File: src/rtl/truth_table_scanner_pkg.sv
// Shared types and sizes for the truth-table scanner.
package scanner_pkg;

  localparam int unsigned ROWS  = 8;
  localparam int unsigned ROW_W = 3;
  localparam int unsigned CNT_W = 4;

  typedef enum logic [1:0] {
    IDLE   = 2'd0,
    SETTLE = 2'd1,
    SAMPLE = 2'd2,
    FINISH = 2'd3
  } state_e;

endpackage

File: src/rtl/truth_table_scanner_if.sv
// Request/stimulus/response bundle between a scan client and the scanner.
interface truth_table_scanner_if;
  import scanner_pkg::*;

  logic            START;
  logic            Y_IN;
  logic [ROWS-1:0] EXPECTED;
  logic            A;
  logic            B;
  logic            C;
  logic            BUSY;
  logic            DONE;
  logic [ROWS-1:0] RESULT;
  logic            MATCH;

  modport master (
    output START, Y_IN, EXPECTED,
    input  A, B, C, BUSY, DONE, RESULT, MATCH
  );

  modport slave (
    input  START, Y_IN, EXPECTED,
    output A, B, C, BUSY, DONE, RESULT, MATCH
  );

endinterface

File: src/rtl/truth_table_scanner_settle_timer.sv
// Counts the hold time of one input row; expired flags the last settle cycle.
module settle_timer
  import scanner_pkg::*;
#(
  parameter int unsigned SETTLE_CYCLES = 2
) (
  input  logic clk,
  input  logic rst_n,
  input  logic clear,
  input  logic enable,
  output logic expired
);

  logic [CNT_W-1:0] cnt_q;

  // Settle counter: cleared outside SETTLE, advances while enabled.
  always_ff @(posedge clk or negedge rst_n) begin
    if (!rst_n) begin
      cnt_q <= '0;
    end else if (clear) begin
      cnt_q <= '0;
    end else if (enable) begin
      cnt_q <= cnt_q + CNT_W'(1);
    end
  end

  assign expired = enable && (cnt_q == CNT_W'(SETTLE_CYCLES - 1));

endmodule

File: src/rtl/truth_table_scanner.sv
// Walks {A,B,C} through all eight rows, samples Y_IN per row and compares
// the collected truth table against a captured golden vector.
module truth_table_scanner
  import scanner_pkg::*;
#(
  parameter int unsigned    SETTLE_CYCLES    = 2,
  parameter logic [ROWS-1:0] EXPECTED_DEFAULT = 8'h3C
) (
  input logic                  CLK,
  input logic                  N_RESET,
  truth_table_scanner_if.slave bus
);

  state_e          state_q, state_d;
  logic [ROW_W-1:0] row_q, row_d;
  logic [ROWS-1:0] result_q, result_d;
  logic [ROWS-1:0] exp_q, exp_d;
  logic            match_q, match_d;
  logic            busy_q, busy_d;
  logic            done_q, done_d;
  logic            settle_en;
  logic            expired;

  assign settle_en = (state_q == SETTLE);

  settle_timer #(
    .SETTLE_CYCLES(SETTLE_CYCLES)
  ) u_settle_timer (
    .clk    (CLK),
    .rst_n  (N_RESET),
    .clear  (!settle_en),
    .enable (settle_en),
    .expired(expired)
  );

  // State and output registers; reset aborts any scan immediately.
  always_ff @(posedge CLK or negedge N_RESET) begin
    if (!N_RESET) begin
      state_q  <= IDLE;
      row_q    <= '0;
      result_q <= '0;
      exp_q    <= EXPECTED_DEFAULT;
      match_q  <= 1'b0;
      busy_q   <= 1'b0;
      done_q   <= 1'b0;
    end else begin
      state_q  <= state_d;
      row_q    <= row_d;
      result_q <= result_d;
      exp_q    <= exp_d;
      match_q  <= match_d;
      busy_q   <= busy_d;
      done_q   <= done_d;
    end
  end

  // Next state and next register values; row returns to 0 on leaving the scan.
  always_comb begin
    state_d  = state_q;
    row_d    = row_q;
    result_d = result_q;
    exp_d    = exp_q;
    match_d  = match_q;
    busy_d   = 1'b0;
    done_d   = 1'b0;
    case (state_q)
      IDLE: begin
        if (bus.START) begin
          state_d  = SETTLE;
          row_d    = '0;
          result_d = '0;
          match_d  = 1'b0;
          exp_d    = bus.EXPECTED;
          busy_d   = 1'b1;
        end
      end
      SETTLE: begin
        busy_d = 1'b1;
        if (expired) begin
          state_d = SAMPLE;
        end
      end
      SAMPLE: begin
        result_d[row_q] = bus.Y_IN;
        if (row_q == ROW_W'(ROWS - 1)) begin
          state_d = FINISH;
          row_d   = '0;
          match_d = (result_d == exp_q);
          done_d  = 1'b1;
        end else begin
          state_d = SETTLE;
          row_d   = row_q + ROW_W'(1);
          busy_d  = 1'b1;
        end
      end
      FINISH: begin
        state_d = IDLE;
      end
      default: begin
        state_d = IDLE;
      end
    endcase
  end

  assign bus.A      = row_q[2];
  assign bus.B      = row_q[1];
  assign bus.C      = row_q[0];
  assign bus.BUSY   = busy_q;
  assign bus.DONE   = done_q;
  assign bus.RESULT = result_q;
  assign bus.MATCH  = match_q;

endmodule
File: src/flat_wrapper.sv
// flat-port wrapper written by rule: the top's interface ports become plain ports
module truth_table_scanner_flat import scanner_pkg::*;
#(
  parameter int unsigned    SETTLE_CYCLES    = 2,
  parameter logic [ROWS-1:0] EXPECTED_DEFAULT = 8'h3C
)
  (CLK, N_RESET, bus_START, bus_Y_IN, bus_EXPECTED, bus_A, bus_B, bus_C, bus_BUSY, bus_DONE, bus_RESULT, bus_MATCH);
  truth_table_scanner_if bus_i ();
  input logic CLK;
  input logic N_RESET;
  input wire logic [$bits(bus_i.START)-1:0] bus_START;
  input wire logic [$bits(bus_i.Y_IN)-1:0] bus_Y_IN;
  input wire logic [$bits(bus_i.EXPECTED)-1:0] bus_EXPECTED;
  output wire logic [$bits(bus_i.A)-1:0] bus_A;
  output wire logic [$bits(bus_i.B)-1:0] bus_B;
  output wire logic [$bits(bus_i.C)-1:0] bus_C;
  output wire logic [$bits(bus_i.BUSY)-1:0] bus_BUSY;
  output wire logic [$bits(bus_i.DONE)-1:0] bus_DONE;
  output wire logic [$bits(bus_i.RESULT)-1:0] bus_RESULT;
  output wire logic [$bits(bus_i.MATCH)-1:0] bus_MATCH;
  assign bus_i.START = bus_START;
  assign bus_i.Y_IN = bus_Y_IN;
  assign bus_i.EXPECTED = bus_EXPECTED;
  assign bus_A = bus_i.A;
  assign bus_B = bus_i.B;
  assign bus_C = bus_i.C;
  assign bus_BUSY = bus_i.BUSY;
  assign bus_DONE = bus_i.DONE;
  assign bus_RESULT = bus_i.RESULT;
  assign bus_MATCH = bus_i.MATCH;
  truth_table_scanner #(.SETTLE_CYCLES(SETTLE_CYCLES), .EXPECTED_DEFAULT(EXPECTED_DEFAULT)) u_core (.CLK(CLK), .N_RESET(N_RESET), .bus(bus_i));
endmodule
File: config.mk
export PLATFORM = sky130hd
export DESIGN_NAME = truth_table_scanner_flat
export DESIGN_NICKNAME = d
export VERILOG_FILES = /design/src/rtl/truth_table_scanner_pkg.sv /design/src/rtl/truth_table_scanner_if.sv /design/src/rtl/truth_table_scanner_settle_timer.sv /design/src/rtl/truth_table_scanner.sv /design/src/flat_wrapper.sv
export SDC_FILE = /design/constraint.sdc
export NUM_CORES = 1
export LEC_CHECK = 0
export BUFFER_PORTS_ARGS = -buffer_cell sky130_fd_sc_hd__clkbuf_2
export CORE_MARGIN = 8
export CORE_UTILIZATION = 40
export CTS_CLUSTER_DIAMETER = 120
export DETAILED_ROUTE_END_ITERATION = 10
export GPL_ROUTABILITY_DRIVEN = 1
export PLACE_DENSITY = 0.7
export SETUP_SLACK_MARGIN = 0.02
export SYNTH_ARGS = -nofsm -noshare
export SYNTH_HDL_FRONTEND = slang
export SYNTH_SLANG_ARGS = --single-unit
File: constraint.sdc
create_clock -name CLK -period 1.9 [get_ports CLK]
set_input_delay 0.095 -clock CLK [delete_from_list [all_inputs] [get_ports CLK]]
set_output_delay 0.095 -clock CLK [all_outputs]
set_load 0.01 [all_outputs]
==> impl_metrics.ini <==
[floorplanning]
start_util_pct = 41.6
rows = 23
fp.dieH_microns = 80.5
die_area_sq_mm = 0.00648
fp.dieW_microns = 80.5
pin_count = 26
coreArea_sq_mm = 0.00400

[clock_network]
path_clk_slew_ps = 90
clock_sinks = 28
root_buffer = clkbuf_8
worstSkewPairLatency_ps = 280
cts_tree = done
cts_buffers = 3
clockBufferDepth = 2
h-tree-depth = 1

[sta]
fin_crit_sh_pct = 93.9
fin_crit_ps = 1780
clock_skew_ps = 1.81
tightest_slew_ps = 682
final_hold_viol_count = 0
drv_slew = 0
rsz0062_at_grt = no
max_slew_margin_pct = 54.5
fmax_mhz = 561
finalSetupViolCount = 0
timing.final.ws_setup_ps = 117
holdWs_ps = 41.4
tns_ps = 0

[min_path]
worstHoldPathCells = 2
hold_path_startpoint = bus_EXPECTED[1]
min_to = u_core.exp_q[1]$_DFFE_PN0P_
min-delay-path-class = primary input to flip-flop

[routing]
drt_iter0_drc = 130
drc = 0
detail_route.wl_per_cell_microns = 16.5
detail-route-antenna-nets = 0
firstDrtPassIters = 5
vias = 1243
viasPerCell = 5.60
wirelength_microns = 3660

[finish]
stdcell_count = 222
final_net_count = 189
seqCellArea_sq_um = 707
antennaDiodeCount = 0
fin_util_pct = 47.3
syn2layout_area_growth_pct = 13.6
final_cell_mix = clkbuf_2, dfrtp_1, mux2_2
multi_input_area_sq_um = 866
postLayoutCellArea_sq_mm = 0.00189
fillers = 372
post_route_cells_drive_above_1_share_pct = 35.5
mostFrequentLayoutCell = clkbuf_2

[outcome]
outcome = complete, no violations

[worst_setup_path]
crit_required_ps = 2070
r2r-start = u_core.row_q[1]$_DFFE_PN0P_
timing.rr.end = u_core.bus.MATCH$_DFFE_PN0P_
reg2regPathDepth = 6
cp_max_fo = 11
worstSetupPathType = flip-flop to flip-flop
cp-end-kind = flip-flop
path_delay_family = simple AND/OR/NAND/NOR gates
startpoint_type = flip-flop
cp_data_arrival_time_ps = 1950
slowest_stage = dfrtp_1
cp_num_buf_inv = 1
slowest_delay_ps = 540
rrSetupSlack_ps = 120
crit_chain = buf_4 > or4b_1 > a21oi_1 > nor2_1 > o21ai_0 > o21ai_1

[placed_design]
place_congestion = 0.869
place_hpwl_microns = 2730
post-place-ws_ps = 130
postPlaceCellArea_sq_mm = 0.00181
place_inst = 217
io_buffers = 25

[yosys]
syn_nets = 162
synth-edff-count = 0
synth_ff_type = dfrtp_1
async_flop_share_pct = 100
syn_area_sq_mm = 0.00166
synthAdderAreaFrac_pct = 3.01
synth_compound_area_share_pct = 11.8
synthXorXnorAreaFrac_pct = 3.68
ys_seq_area_share_pct = 42.4
synth.mux.area_fraction_pct = 12.4
synth_warnings = 0
synth_cells = 146
ys_types = 43
synthSimpleGateAreaFrac_pct = 21.1
postSynthAreaPerCell_sq_um = 11.4
synth_top_family_by_area = simple AND/OR/NAND/NOR gates
synth-seq-cells = 28

[global_routing]
grt.busiest_layer = met2
antenna_found_initial = 0
grt_pass1_wl_microns = 6110
grt_max_degree = 29
grt_use_met2_pct = 18.1
grt_use_met3_pct = 3.57
grt.overflow.total = 0
grt_pass1_vias = 1226
grtUsageMet1_pct = 15.7
track_usage_pct = 12.0

[job]
maxCapViolCount = 0

[pwr]
power.leakage_nw = 0.867
design_power_total_mw = 2.55
ir_drop_mv = 0.638
p_per_area_mw_per_mm2 = 1350
-- Yosys cell counts, types with 2 or more instances --
| library cell | n | area, sq um |
|---|---|---|
| a21oi_1 | 2 | 10.0 |
| a22o_1 | 7 | 61.3 |
| a32o_1 | 3 | 30.0 |
| buf_2 | 2 | 10.0 |
| buf_6 | 4 | 45.0 |
| dfrtp_1 | 24 | 601 |
| dfstp_2 | 4 | 105 |
| ha_1 | 4 | 50.1 |
| inv_1 | 3 | 11.3 |
| mux2_2 | 13 | 146 |
| mux2i_1 | 6 | 60.1 |
| nand2_1 | 5 | 18.8 |
| nand2b_1 | 7 | 43.8 |
| nand3b_1 | 4 | 30.0 |
| nor2_1 | 11 | 41.3 |
| nor3b_1 | 6 | 45.0 |
| nor3b_2 | 3 | 37.5 |
| nor4_1 | 2 | 12.5 |
| o21ai_0 | 6 | 30.0 |
| or4b_1 | 2 | 20.0 |
| xnor2_1 | 5 | 43.8 |
| xor2_1 | 2 | 17.5 |
-- worst max path at each step --
stage | start | to | slack [ps] | cells after the start
finish | u_core.row_q[1]$_DFFE_PN0P_ | u_core.bus.MATCH$_DFFE_PN0P_ | 120 | 6
detailed placement | u_core.row_q[1]$_DFFE_PN0P_ | u_core.bus.MATCH$_DFFE_PN0P_ | 130 | 6
global route | u_core.row_q[1]$_DFFE_PN0P_ | u_core.bus.MATCH$_DFFE_PN0P_ | 20 | 6
CTS | u_core.row_q[1]$_DFFE_PN0P_ | u_core.bus.MATCH$_DFFE_PN0P_ | 120 | 6
floorplan | u_core.row_q[0]$_DFFE_PN0P_ | u_core.bus.MATCH$_DFFE_PN0P_ | 360 | 6
global placement | u_core.row_q[1]$_DFFE_PN0P_ | u_core.bus.MATCH$_DFFE_PN0P_ | 210 | 6
-- logic make-up (layout without fill, tap and decap cells) --
family,after synthesis,count (layout)
AND/OR/NAND/NOR,52,52
flip-flops,28,28
AO/OA/AOI/OAI,24,24
multiplexers,19,19
buffers and inverters,12,38
XOR/XNOR,7,7
adder cells (fa/ha/maj),4,4
-- state kept, by name, summed over array words and instances, names as in the netlist --
signal,count
u_core.bus.RESULT,8
u_core.exp_q,8
u_core.u_settle_timer.cnt_q,4
u_core.row_q,3
u_core.state_q,2
u_core.bus.BUSY,1
u_core.bus.DONE,1
u_core.bus.MATCH,1
-- worst reg2reg max path: stages, from the launching register on --
cell,delay [ps]
dfrtp_1,540
buf_4,240
or4b_1,510
a21oi_1,160
nor2_1,60
o21ai_0,70
o21ai_1,90
-- area by class of cell --
cell class	instances	area share (%)
clock inverters	1	1.59
repair buffers	31	9.13
multi-input cells	106	45.8
well taps	50	3.31
flip-flops and latches	28	37.4
clock buffers	3	2.18
inverters	3	0.596
-- power breakdown --
part | internal (mW) | total, mW | switching (mW) | leakage [nW]
combinational | 0.495 | 0.971 | 0.476 | 0.474
sequential | 0.810 | 1.10 | 0.294 | 0.357
clock | 0.282 | 0.471 | 0.189 | 0.0357
-- per-layer routing --
| layer | up-vias | share of wire [%] | routed length, microns |
|---|---|---|---|
| met3 | 7 | 6.2 | 225 |
| met4 | 0 | 1.6 | 57 |
| li1 | 591 | - | - |
| met2 | 30 | 45 | 1650 |
| met1 | 615 | 47 | 1720 |
| met5 | - | 0 | 0 |
-- repair_timing --
action / in CTS / in global routing
gates resized for setup: 0 / 1
hold buffers: 1 / 0
hold endpoints to repair: 24 / 0
setup endpoints to repair: 0 / 1
setup buffers: 0 / 0
No activity file was read; power rests on OpenSTA's default activity.
